**config.mk**
```make
export PLATFORM = sky130hd
export DESIGN_NAME = seq_divider24
export DESIGN_NICKNAME = d
export VERILOG_FILES = /design/src/rtl/seq_divider24_pkg.sv /design/src/rtl/div24_nr_step.sv /design/src/rtl/seq_divider24.sv
export SDC_FILE = /design/constraint.sdc
export NUM_CORES = 1
export LEC_CHECK = 0
export ABC_CLOCK_PERIOD_IN_PS = 6200
export BUFFER_PORTS_ARGS = -buffer_cell sky130_fd_sc_hd__buf_2
export CORE_MARGIN = 2
export CORE_UTILIZATION = 57
export CTS_CLUSTER_SIZE = 25
export DETAILED_ROUTE_END_ITERATION = 10
export MAX_ROUTING_LAYER = met4
export PLACE_DENSITY_LB_ADDON = 0.12
export SKIP_CTS_REPAIR_TIMING = 1
export SLEW_MARGIN = 5
export SYNTH_ARGS = -nofsm -noshare
export SYNTH_HDL_FRONTEND = slang
export SYNTH_SLANG_ARGS = --single-unit
```
**constraint.sdc**
```tcl
create_clock -name clk -period 6.2 [get_ports clk]
set_clock_uncertainty 0.15 [all_clocks]
set_input_delay 0.62 -clock clk [delete_from_list [all_inputs] [get_ports clk]]
set_output_delay 0.62 -clock clk [all_outputs]
set_load 0.01 [all_outputs]
```
**src/rtl/seq_divider24_pkg.sv**
```systemverilog
// Shared constants, FSM state type and helpers for the sequential 24-bit divider.
package seq_divider24_pkg;

  localparam int unsigned DIV_WIDTH   = 24;
  localparam int unsigned DIV_LATENCY = 25;
  localparam int unsigned DIV_CNT_W   = 5;

  typedef enum logic [1:0] {
    IDLE,
    CALC,
    FIX,
    DONE
  } div_state_t;

  // Magnitude of an operand; 0x800000 in signed mode maps to 0x800000 unsigned.
  function automatic logic [DIV_WIDTH-1:0] div_abs(input logic [DIV_WIDTH-1:0] v,
                                                   input logic                 is_signed);
    return (is_signed && v[DIV_WIDTH-1]) ? (~v + 1'b1) : v;
  endfunction

endpackage

```
**src/rtl/div24_nr_step.sv**
```systemverilog
// One radix-2 non-restoring division step: shift in the next dividend bit,
// then add or subtract the divisor magnitude depending on the current sign.
module div24_nr_step
  import seq_divider24_pkg::*;
#(
  parameter int unsigned WIDTH = DIV_WIDTH
) (
  input  logic [WIDTH:0]   rem_in,
  input  logic [WIDTH-1:0] quo_in,
  input  logic [WIDTH-1:0] dmag,
  output logic [WIDTH:0]   rem_out,
  output logic [WIDTH-1:0] quo_out
);

  logic [WIDTH:0] shifted;

  // The partial remainder stays within [-dmag, dmag), so the dropped MSB is
  // redundant and modulo-2^(WIDTH+1) arithmetic gives the exact result.
  always_comb begin
    shifted = {rem_in[WIDTH-1:0], quo_in[WIDTH-1]};
    if (rem_in[WIDTH]) begin
      rem_out = shifted + {1'b0, dmag};
    end else begin
      rem_out = shifted - {1'b0, dmag};
    end
    quo_out = {quo_in[WIDTH-2:0], ~rem_out[WIDTH]};
  end

endmodule

```
**src/rtl/seq_divider24.sv**
```systemverilog
// Sequential 24-bit signed/unsigned divider, radix-2 non-restoring, valid/ready on both sides.
// Optional SEQ_DIV24_EARLY_EXIT_EN: skip iterations when divisor is 0 or |dividend| < |divisor|.
module seq_divider24
  import seq_divider24_pkg::*;
#(
  parameter int unsigned WIDTH = DIV_WIDTH
) (
  input  logic             clk,
  input  logic             rst_n,
  input  logic             inValid,
  output logic             inReady,
  input  logic             signedFlag,
  input  logic [WIDTH-1:0] dividend,
  input  logic [WIDTH-1:0] divisor,
  output logic             outValid,
  input  logic             outReady,
  output logic [WIDTH-1:0] quotient,
  output logic [WIDTH-1:0] remainder,
  output logic             divByZero,
  output logic             overflow
);

`ifdef SEQ_DIV24_EARLY_EXIT_EN
  localparam bit EARLY_EXIT = 1'b1;
`else
  localparam bit EARLY_EXIT = 1'b0;
`endif

  localparam logic [DIV_CNT_W-1:0] CNT_LOAD = DIV_CNT_W'(DIV_LATENCY - 2);
  localparam logic [WIDTH-1:0]     MOST_NEG = {1'b1, {(WIDTH-1){1'b0}}};

  div_state_t           state;
  logic [DIV_CNT_W-1:0] cnt;
  logic [WIDTH:0]       prem;
  logic [WIDTH-1:0]     qreg;
  logic [WIDTH-1:0]     dmag;
  logic [WIDTH-1:0]     dividend_raw;
  logic                 neg_q;
  logic                 neg_r;
  logic                 div0;
  logic                 ovf;

  logic [WIDTH:0]       prem_nxt;
  logic [WIDTH-1:0]     qreg_nxt;
  logic [WIDTH-1:0]     amag_in;
  logic [WIDTH-1:0]     bmag_in;
  logic                 early;
  logic [WIDTH:0]       prem_fix;
  logic [WIDTH-1:0]     rmag;
  logic [WIDTH-1:0]     q_fix;
  logic [WIDTH-1:0]     r_fix;

  div24_nr_step #(
    .WIDTH (WIDTH)
  ) u_step (
    .rem_in  (prem),
    .quo_in  (qreg),
    .dmag    (dmag),
    .rem_out (prem_nxt),
    .quo_out (qreg_nxt)
  );

  always_comb begin
    amag_in  = div_abs(dividend, signedFlag);
    bmag_in  = div_abs(divisor, signedFlag);
    early    = EARLY_EXIT && ((divisor == '0) || (amag_in < bmag_in));
    prem_fix = prem[WIDTH] ? (prem + {1'b0, dmag}) : prem;
    rmag     = prem_fix[WIDTH-1:0];
    q_fix    = div0 ? '1 : (neg_q ? -qreg : qreg);
    r_fix    = div0 ? dividend_raw : (neg_r ? -rmag : rmag);
  end

  // Early exit preloads the remainder with |dividend| and a zero quotient,
  // so FIX produces the same result as a full run without special casing.
  always_ff @(posedge clk or negedge rst_n) begin
    if (!rst_n) begin
      state        <= IDLE;
      cnt          <= '0;
      prem         <= '0;
      qreg         <= '0;
      dmag         <= '0;
      dividend_raw <= '0;
      neg_q        <= 1'b0;
      neg_r        <= 1'b0;
      div0         <= 1'b0;
      ovf          <= 1'b0;
      inReady      <= 1'b1;
      outValid     <= 1'b0;
      quotient     <= '0;
      remainder    <= '0;
      divByZero    <= 1'b0;
      overflow     <= 1'b0;
    end else begin
      case (state)
        IDLE: begin
          if (inValid) begin
            dmag         <= bmag_in;
            dividend_raw <= dividend;
            neg_q        <= signedFlag & (dividend[WIDTH-1] ^ divisor[WIDTH-1]);
            neg_r        <= signedFlag & dividend[WIDTH-1];
            div0         <= (divisor == '0);
            ovf          <= signedFlag && (dividend == MOST_NEG) && (divisor == '1);
            cnt          <= CNT_LOAD;
            inReady      <= 1'b0;
            if (early) begin
              prem  <= {1'b0, amag_in};
              qreg  <= '0;
              state <= FIX;
            end else begin
              prem  <= '0;
              qreg  <= amag_in;
              state <= CALC;
            end
          end
        end
        CALC: begin
          prem <= prem_nxt;
          qreg <= qreg_nxt;
          cnt  <= cnt - 1'b1;
          if (cnt == '0) begin
            state <= FIX;
          end
        end
        FIX: begin
          quotient  <= q_fix;
          remainder <= r_fix;
          divByZero <= div0;
          overflow  <= ovf;
          outValid  <= 1'b1;
          state     <= DONE;
        end
        DONE: begin
          if (outReady) begin
            outValid <= 1'b0;
            inReady  <= 1'b1;
            state    <= IDLE;
          end
        end
        default: state <= IDLE;
      endcase
    end
  end

endmodule

```
# --- Word level (Yosys, flattened, before mapping) ---
# Index checks and enable logic that the tools add are counted.
totals:
  register_bits: 160
  word_cells: 76
classes:
  addsub: 8
  bitwise: 6
  n_mux: 23
  reduce_logical: 15
  n_eq_ne: 8
op_table:
  columns: ["operator", "count"]
  rows:
  - ["$mux 24", 8]
  - ["$mux 25", 2]
  - ["$pmux 25 s2", 1]
  - ["$add 24x1->24 const B", 2]
  - ["$eq 24x24->1 const B", 2]
  - ["$neg 24->24", 2]
  - ["$not 24->24", 2]
  - ["$pmux 24 s2", 1]
  - ["$add 25x24->25", 1]
  - ["$sub 25x24->25", 1]
  - ["$add 24x24->24", 1]
  - ["$logic_not 24->1", 1]
  - ["$pmux 5 s2", 1]
  - ["$pmux 2 s4", 1]
  - ["$mux 2", 3]
  - ["$ne 2x2->1 const B", 3]
  - ["$reduce_and 2->1", 3]
  - ["$reduce_and 3->1", 2]
  - ["$reduce_bool 2->1", 3]
  - ["$logic_not 5->1", 1]
  - ["$mux 5", 1]
  - ["$sub 5x1->5 const B", 1]
  - ["$eq 2x2->1 const B", 2]
  - ["$logic_and 1x1->1", 4]
  - ["7 further kinds", 11]

# --- Longest topological paths before layout ---
logic_depth:
  ltp_word: 5
  ltp_mapped: 19

# --- Cells and area by module ---
# Synthesis repeated with hierarchy kept, for this count alone.
unflattened:
  hier_cells: 1406
  hier_area_um2: 11915.2
modules_own_cells:
  columns: ["mod", "seq_area_each_um2", "instances", "cells_each", "area_each_um2"]
  rows:
  - ["seq_divider24", 4005.1, 1, 1123, 9942.0]
  - ["div24_nr_step", 0.0, 1, 283, 1973.1]

# --- Least setup slack after synthesis ---
# OpenSTA, ideal clock, no wires.
synth_timing:
  kind: "register to register"
  from: "reg prem[24]"
  to: "reg prem[23]"
  slack_ns: 0.971
  stages_incl_launch_ff: 19
  synth_period_minus_slack_ns: 5.229
  arrival_time_ns: 4.945
  path_buffers: 6
  cell_sequence: "dfrtp_1 -> clkbuf_1 -> clkbuf_1 -> clkbuf_1 -> clkdlybuf4s15_1 -> clkbuf_1 -> clkbuf_1 -> nor2_1 -> xor2_1 -> ha_1 -> a21o_1 -> a2111oi_0 -> o21ai_0 -> o41ai_1 -> a21oi_1 -> a311oi_1 -> o21ai_0 -> xnor2_1 -> o21ai_0"
synth_between:
  elab_chain_len: 2
synth_rtl:
  columns: ["element", "line", "source"]
  rows:
  - ["start, declared", "seq_divider24.sv:34", "logic [WIDTH:0] prem;"]
  - ["start signal, assigned", "seq_divider24.sv:106", "prem <= {1'b0, amag_in};"]
  - ["start signal, assigned", "seq_divider24.sv:117", "prem <= prem_nxt;"]
  - ["$mux 25", "div24_nr_step.sv:21", "if (rem_in[WIDTH]) begin"]
  - ["$pmux 25 s2", "seq_divider24.sv:94", "case (state)"]
# No other way between the ends.
# A chain may end at the register's enable or synchronous reset.

# --- Worst setup path in the final report ---
layout_timing:
  from: "reg dmag[1]"
  to: "reg prem[23]"
layout_between:
  elab_chain_len: 3
layout_rtl:
  columns: ["element", "line", "source"]
  rows:
  - ["start, declared", "seq_divider24.sv:36", "logic [WIDTH-1:0] dmag;"]
  - ["start signal, assigned", "seq_divider24.sv:97", "dmag <= bmag_in;"]
  - ["$sub 25x24->25 or $add 25x24->25 (tied branches)", "div24_nr_step.sv:24, div24_nr_step.sv:22", null]
  - ["$mux 25 *", "div24_nr_step.sv:21", null]
  - ["$pmux 25 s2 *", "seq_divider24.sv:94", null]
# Every way passes the cells marked *; elsewhere a longest branch is shown, timed or not.

==> summary.txt <==
Pwr
  – Worst VDD drop: 0.630 mV
  – Pint: between 4 and 5 mW
  – Leak: between 5 and 6 nW
  – Clock power share: between 10% and 20%
  – Switch Pwr: approximately 4.1 mW
  – Logic pwr share: between 60% and 70%
  – Sw frac: a little under 50%
  – Flop pwr share: 25.8%
  – Cell Pwr Density: between 600 and 700 nW/µm²

Final layout
  – Fin nets: approximately 1600
  – Diode count: 0
  – Synthesis-to-layout area growth: 11.1%
  – Commonest non-fill, non-tap cell in the layout: nand2_1
  – Share of cells above drive strength 1: between 10% and 20%
  – Most frequent cells in the layout: nand2_1 (160), dfrtp_1 (158), o21ai_0 (144)

Die
  – Chip width: 147 µm
  – I/O pin cnt: 105
  – Initial core utilization: between 50% and 60%
  – Height of the die: about 150 µm
  – Core Rows: 52
  – Core area: 20200 µm²
  – Die footprint: 21600 µm²

Critical path
  – Reg2reg start: dmag[1]$_DFFE_PN0P_
  – Slowest stage delay, CP: 0.59 ns
  – R2R depth: 14
  – CP Cell Sequence: inv_1 -> ha_1 -> mux2_2 -> ha_1 -> a21o_1 -> a21o_1 -> a2111oi_0 -> o21ai_0 -> o41ai_1 -> a21oi_1 -> a311oi_1 -> o21ai_0 -> xnor2_1 -> o21ai_0
  – Worst Path Buf+Inv: 1
  – Req. time, crit path: 6.32 ns
  – RR Endpoint: prem[23]$_DFFE_PN0P_
  – Critical path type: register to register
  – Setup crit end kind: register
  – Critical Path Source Type: register
  – Arr. time, crit path: between 4 and 5 ns
  – Worst path slowest cell: a2111oi_0
  – R2R setup slack: approximately 1.7 ns
  – Most used cell, CP: o21ai_0
  – Critical path's top delay family: compound AO/OA/AOI/OAI gates
  – CP max FO: 6

Logic synthesis
  – Sequential area share after synthesis: approximately a third
  – Synth Instances: ~1400
  – Total of warnings raised by yosys: 0
  – Yosys reg bits: 160
  – Most used DFF post-synth: dfrtp_1
  – Async set-reset flop share out of synthesis: 100%
  – Yosys cell types: just over 80
  – Mean Syn Cell Area: ~8.4 µm²
  – Post-synth EDFFs: 0
  – Syn Std Cell Area: between 10000 and 15000 µm²
  – Synth Net Count: roughly 1500

Detailed routing
  – Routed Antenna Nets: 0
  – 1st-iter DRT viols: around 830
  – Drt pass-1 iters: 5
  – Number of vias per cell: slightly above 6
  – Routed via count: 10528
  – DR WL/cell: ~18 µm
  – Residual DRC: 0
  – Final WL: between 30 and 40 mm

Placement
  – Post-DP HPWL: 23.5 mm
  – RePlAce Congestion: a little under 1
  – Buffers on Ports: between 100 and 150

Clock tree
  – CTS Buffer Depth: 2
  – Root Buffer: clkbuf_16
  – CTS sink cnt: between 150 and 200
  – Worst-Skew Late Latency: 0.43 ns
  – Number of buffers created by CTS: 17
  – CTS HTree Levels: 4
  – CTS tree: done
  – Clock slew at reported path FFs: 0.07 ns

Timing
  – Final slew viol count: 0
  – RSZ-0062 raised after global routing: false
  – Period minus WS final: 4.50 ns
  – Worst slack on hold paths: 0.114 ns
  – Setup violators final: 0
  – Final period utilization: between 70% and 80%
  – Final hold vios: 0
  – Worst slew pin tran: between 1 and 1.5 ns
  – Fmax: between 0.2 and 0.25 GHz
  – Setup TNS: 0 ns
  – Slew HR: approximately 30%

Global routing
  – Initial antenna violation count: 0
  – Global-route wire length before repair: between 50 and 60 mm
  – Gr ovfl total: 0
  – Vias in the first global route: just under 10000
  – Largest net degree at the start of global routing: roughly 100
  – Global Route Usage Sum: between 30% and 40%

Job
  – Max-Cap Viols: 0

Run status
  – Outcome: finished, final reports clean

Hold path
  – HP Class: input pin to async pin
==> how the worst max path moves through the flow <==
stage	from	endpoint	slack, ns	cells past startpoint
2_1_floorplan	prem[24]$_DFFE_PN0P_	prem[23]$_DFFE_PN0P_	0.97	18
3_3_place_gp	dmag[1]$_DFFE_PN0P_	prem[23]$_DFFE_PN0P_	1.90	14
3_5_place_dp	dmag[1]$_DFFE_PN0P_	prem[23]$_DFFE_PN0P_	1.81	14
4_1_cts	dmag[1]$_DFFE_PN0P_	prem[23]$_DFFE_PN0P_	1.76	14
5_1_grt	dmag[1]$_DFFE_PN0P_	prem[23]$_DFFE_PN0P_	1.24	14
6_report	dmag[1]$_DFFE_PN0P_	prem[23]$_DFFE_PN0P_	1.70	14
==> through the flow <==
| step | utilization [%] | cells | power, mW | instance area [µm²] | setup WS (ns) |
|---|---|---|---|---|---|
| after floorplan | - | 1387 | 5.94 | 11700 | 0.971 |
| after global placement | 61.3 | 1709 | 7.16 | 12400 | 1.90 |
| after detailed placement | 61.3 | 1709 | 7.24 | 12400 | 1.81 |
| after CTS | 64.2 | 1741 | 8.34 | 12900 | 1.76 |
| after global routing | 64.2 | 1741 | 9.14 | 12900 | 1.24 |
| final | 64.2 | 1741 | 8.38 | 12900 | 1.70 |
==> cells in the mapped netlist, types with 6 or more instances <==
cell type,instances,area (µm²)
nor4_1,14,87.6
a21o_1,24,180
and2_1,11,68.8
o41ai_1,7,61.3
or3_1,22,138
and3_1,10,62.6
o21ai_0,144,721
nand2_1,161,604
nand3_1,21,105
a31oi_1,33,206
a211oi_1,6,45.0
ha_1,59,738
mux2_2,29,327
nand4_1,13,81.3
a21oi_1,120,601
nor2_1,125,469
mux2i_1,12,120
nor2b_1,14,87.6
nor3_1,26,130
o31ai_1,16,120
xor2_1,64,561
nand2b_1,13,81.3
xnor2_1,67,587
inv_1,43,161
o211ai_1,7,52.6
dfrtp_1,159,3980
clkbuf_1,53,199
==> routing by layer <==
| metal | up-vias | track usage, % | share of wire [%] |
|---|---|---|---|
| li1 | 5133 | - | - |
| met1 | 4990 | 46.5 | 47 |
| met2 | 358 | 44.7 | 43 |
| met3 | 47 | 3.51 | 7.2 |
| met4 | 0 | 8.89 | 2.1 |
| met5 | - | - | 0 |
==> power by group through the flow <==
stage	Sequential (mW)	Combinational, mW	Clock (mW)
6_report	2.16	5.16	1.05
5_1_grt	2.22	5.81	1.11
3_5_place_dp	2.15	5.09	0
2_1_floorplan	1.99	3.95	0
3_3_place_gp	2.14	5.02	0
4_1_cts	2.14	5.13	1.07
==> flip-flops by register name (all words and copies together), names as in the netlist, 2 cells and up <==
| register | count |
|---|---|
| state | 2 |
| qreg | 24 |
| quotient | 24 |
| remainder | 24 |
| dividend_raw | 24 |
| prem | 25 |
| dmag | 24 |
| cnt | 5 |
==> cell type report <==
class	count	area [µm²]
Tap cell	270	338
Clock buffer	17	425
Timing Repair Buffer	114	602
Sequential cell	160	4010
Multi-Input combinational cell	1121	7250
Inverter	44	165
Fill cell	1746	7220
Clock inverter	15	166
==> logic make-up after synthesis <==
| kind of cell | synth area share [%] |
|---|---|
| buffers and inverters | 3.55 |
| AND/OR/NAND/NOR | 18.8 |
| adder cells (fa/ha/maj) | 6.67 |
| flip-flops | 34.3 |
| XOR/XNOR | 9.84 |
| AO/OA/AOI/OAI | 22.8 |
| multiplexers | 3.96 |
Note: power is estimated with default switching activity, not from simulation.
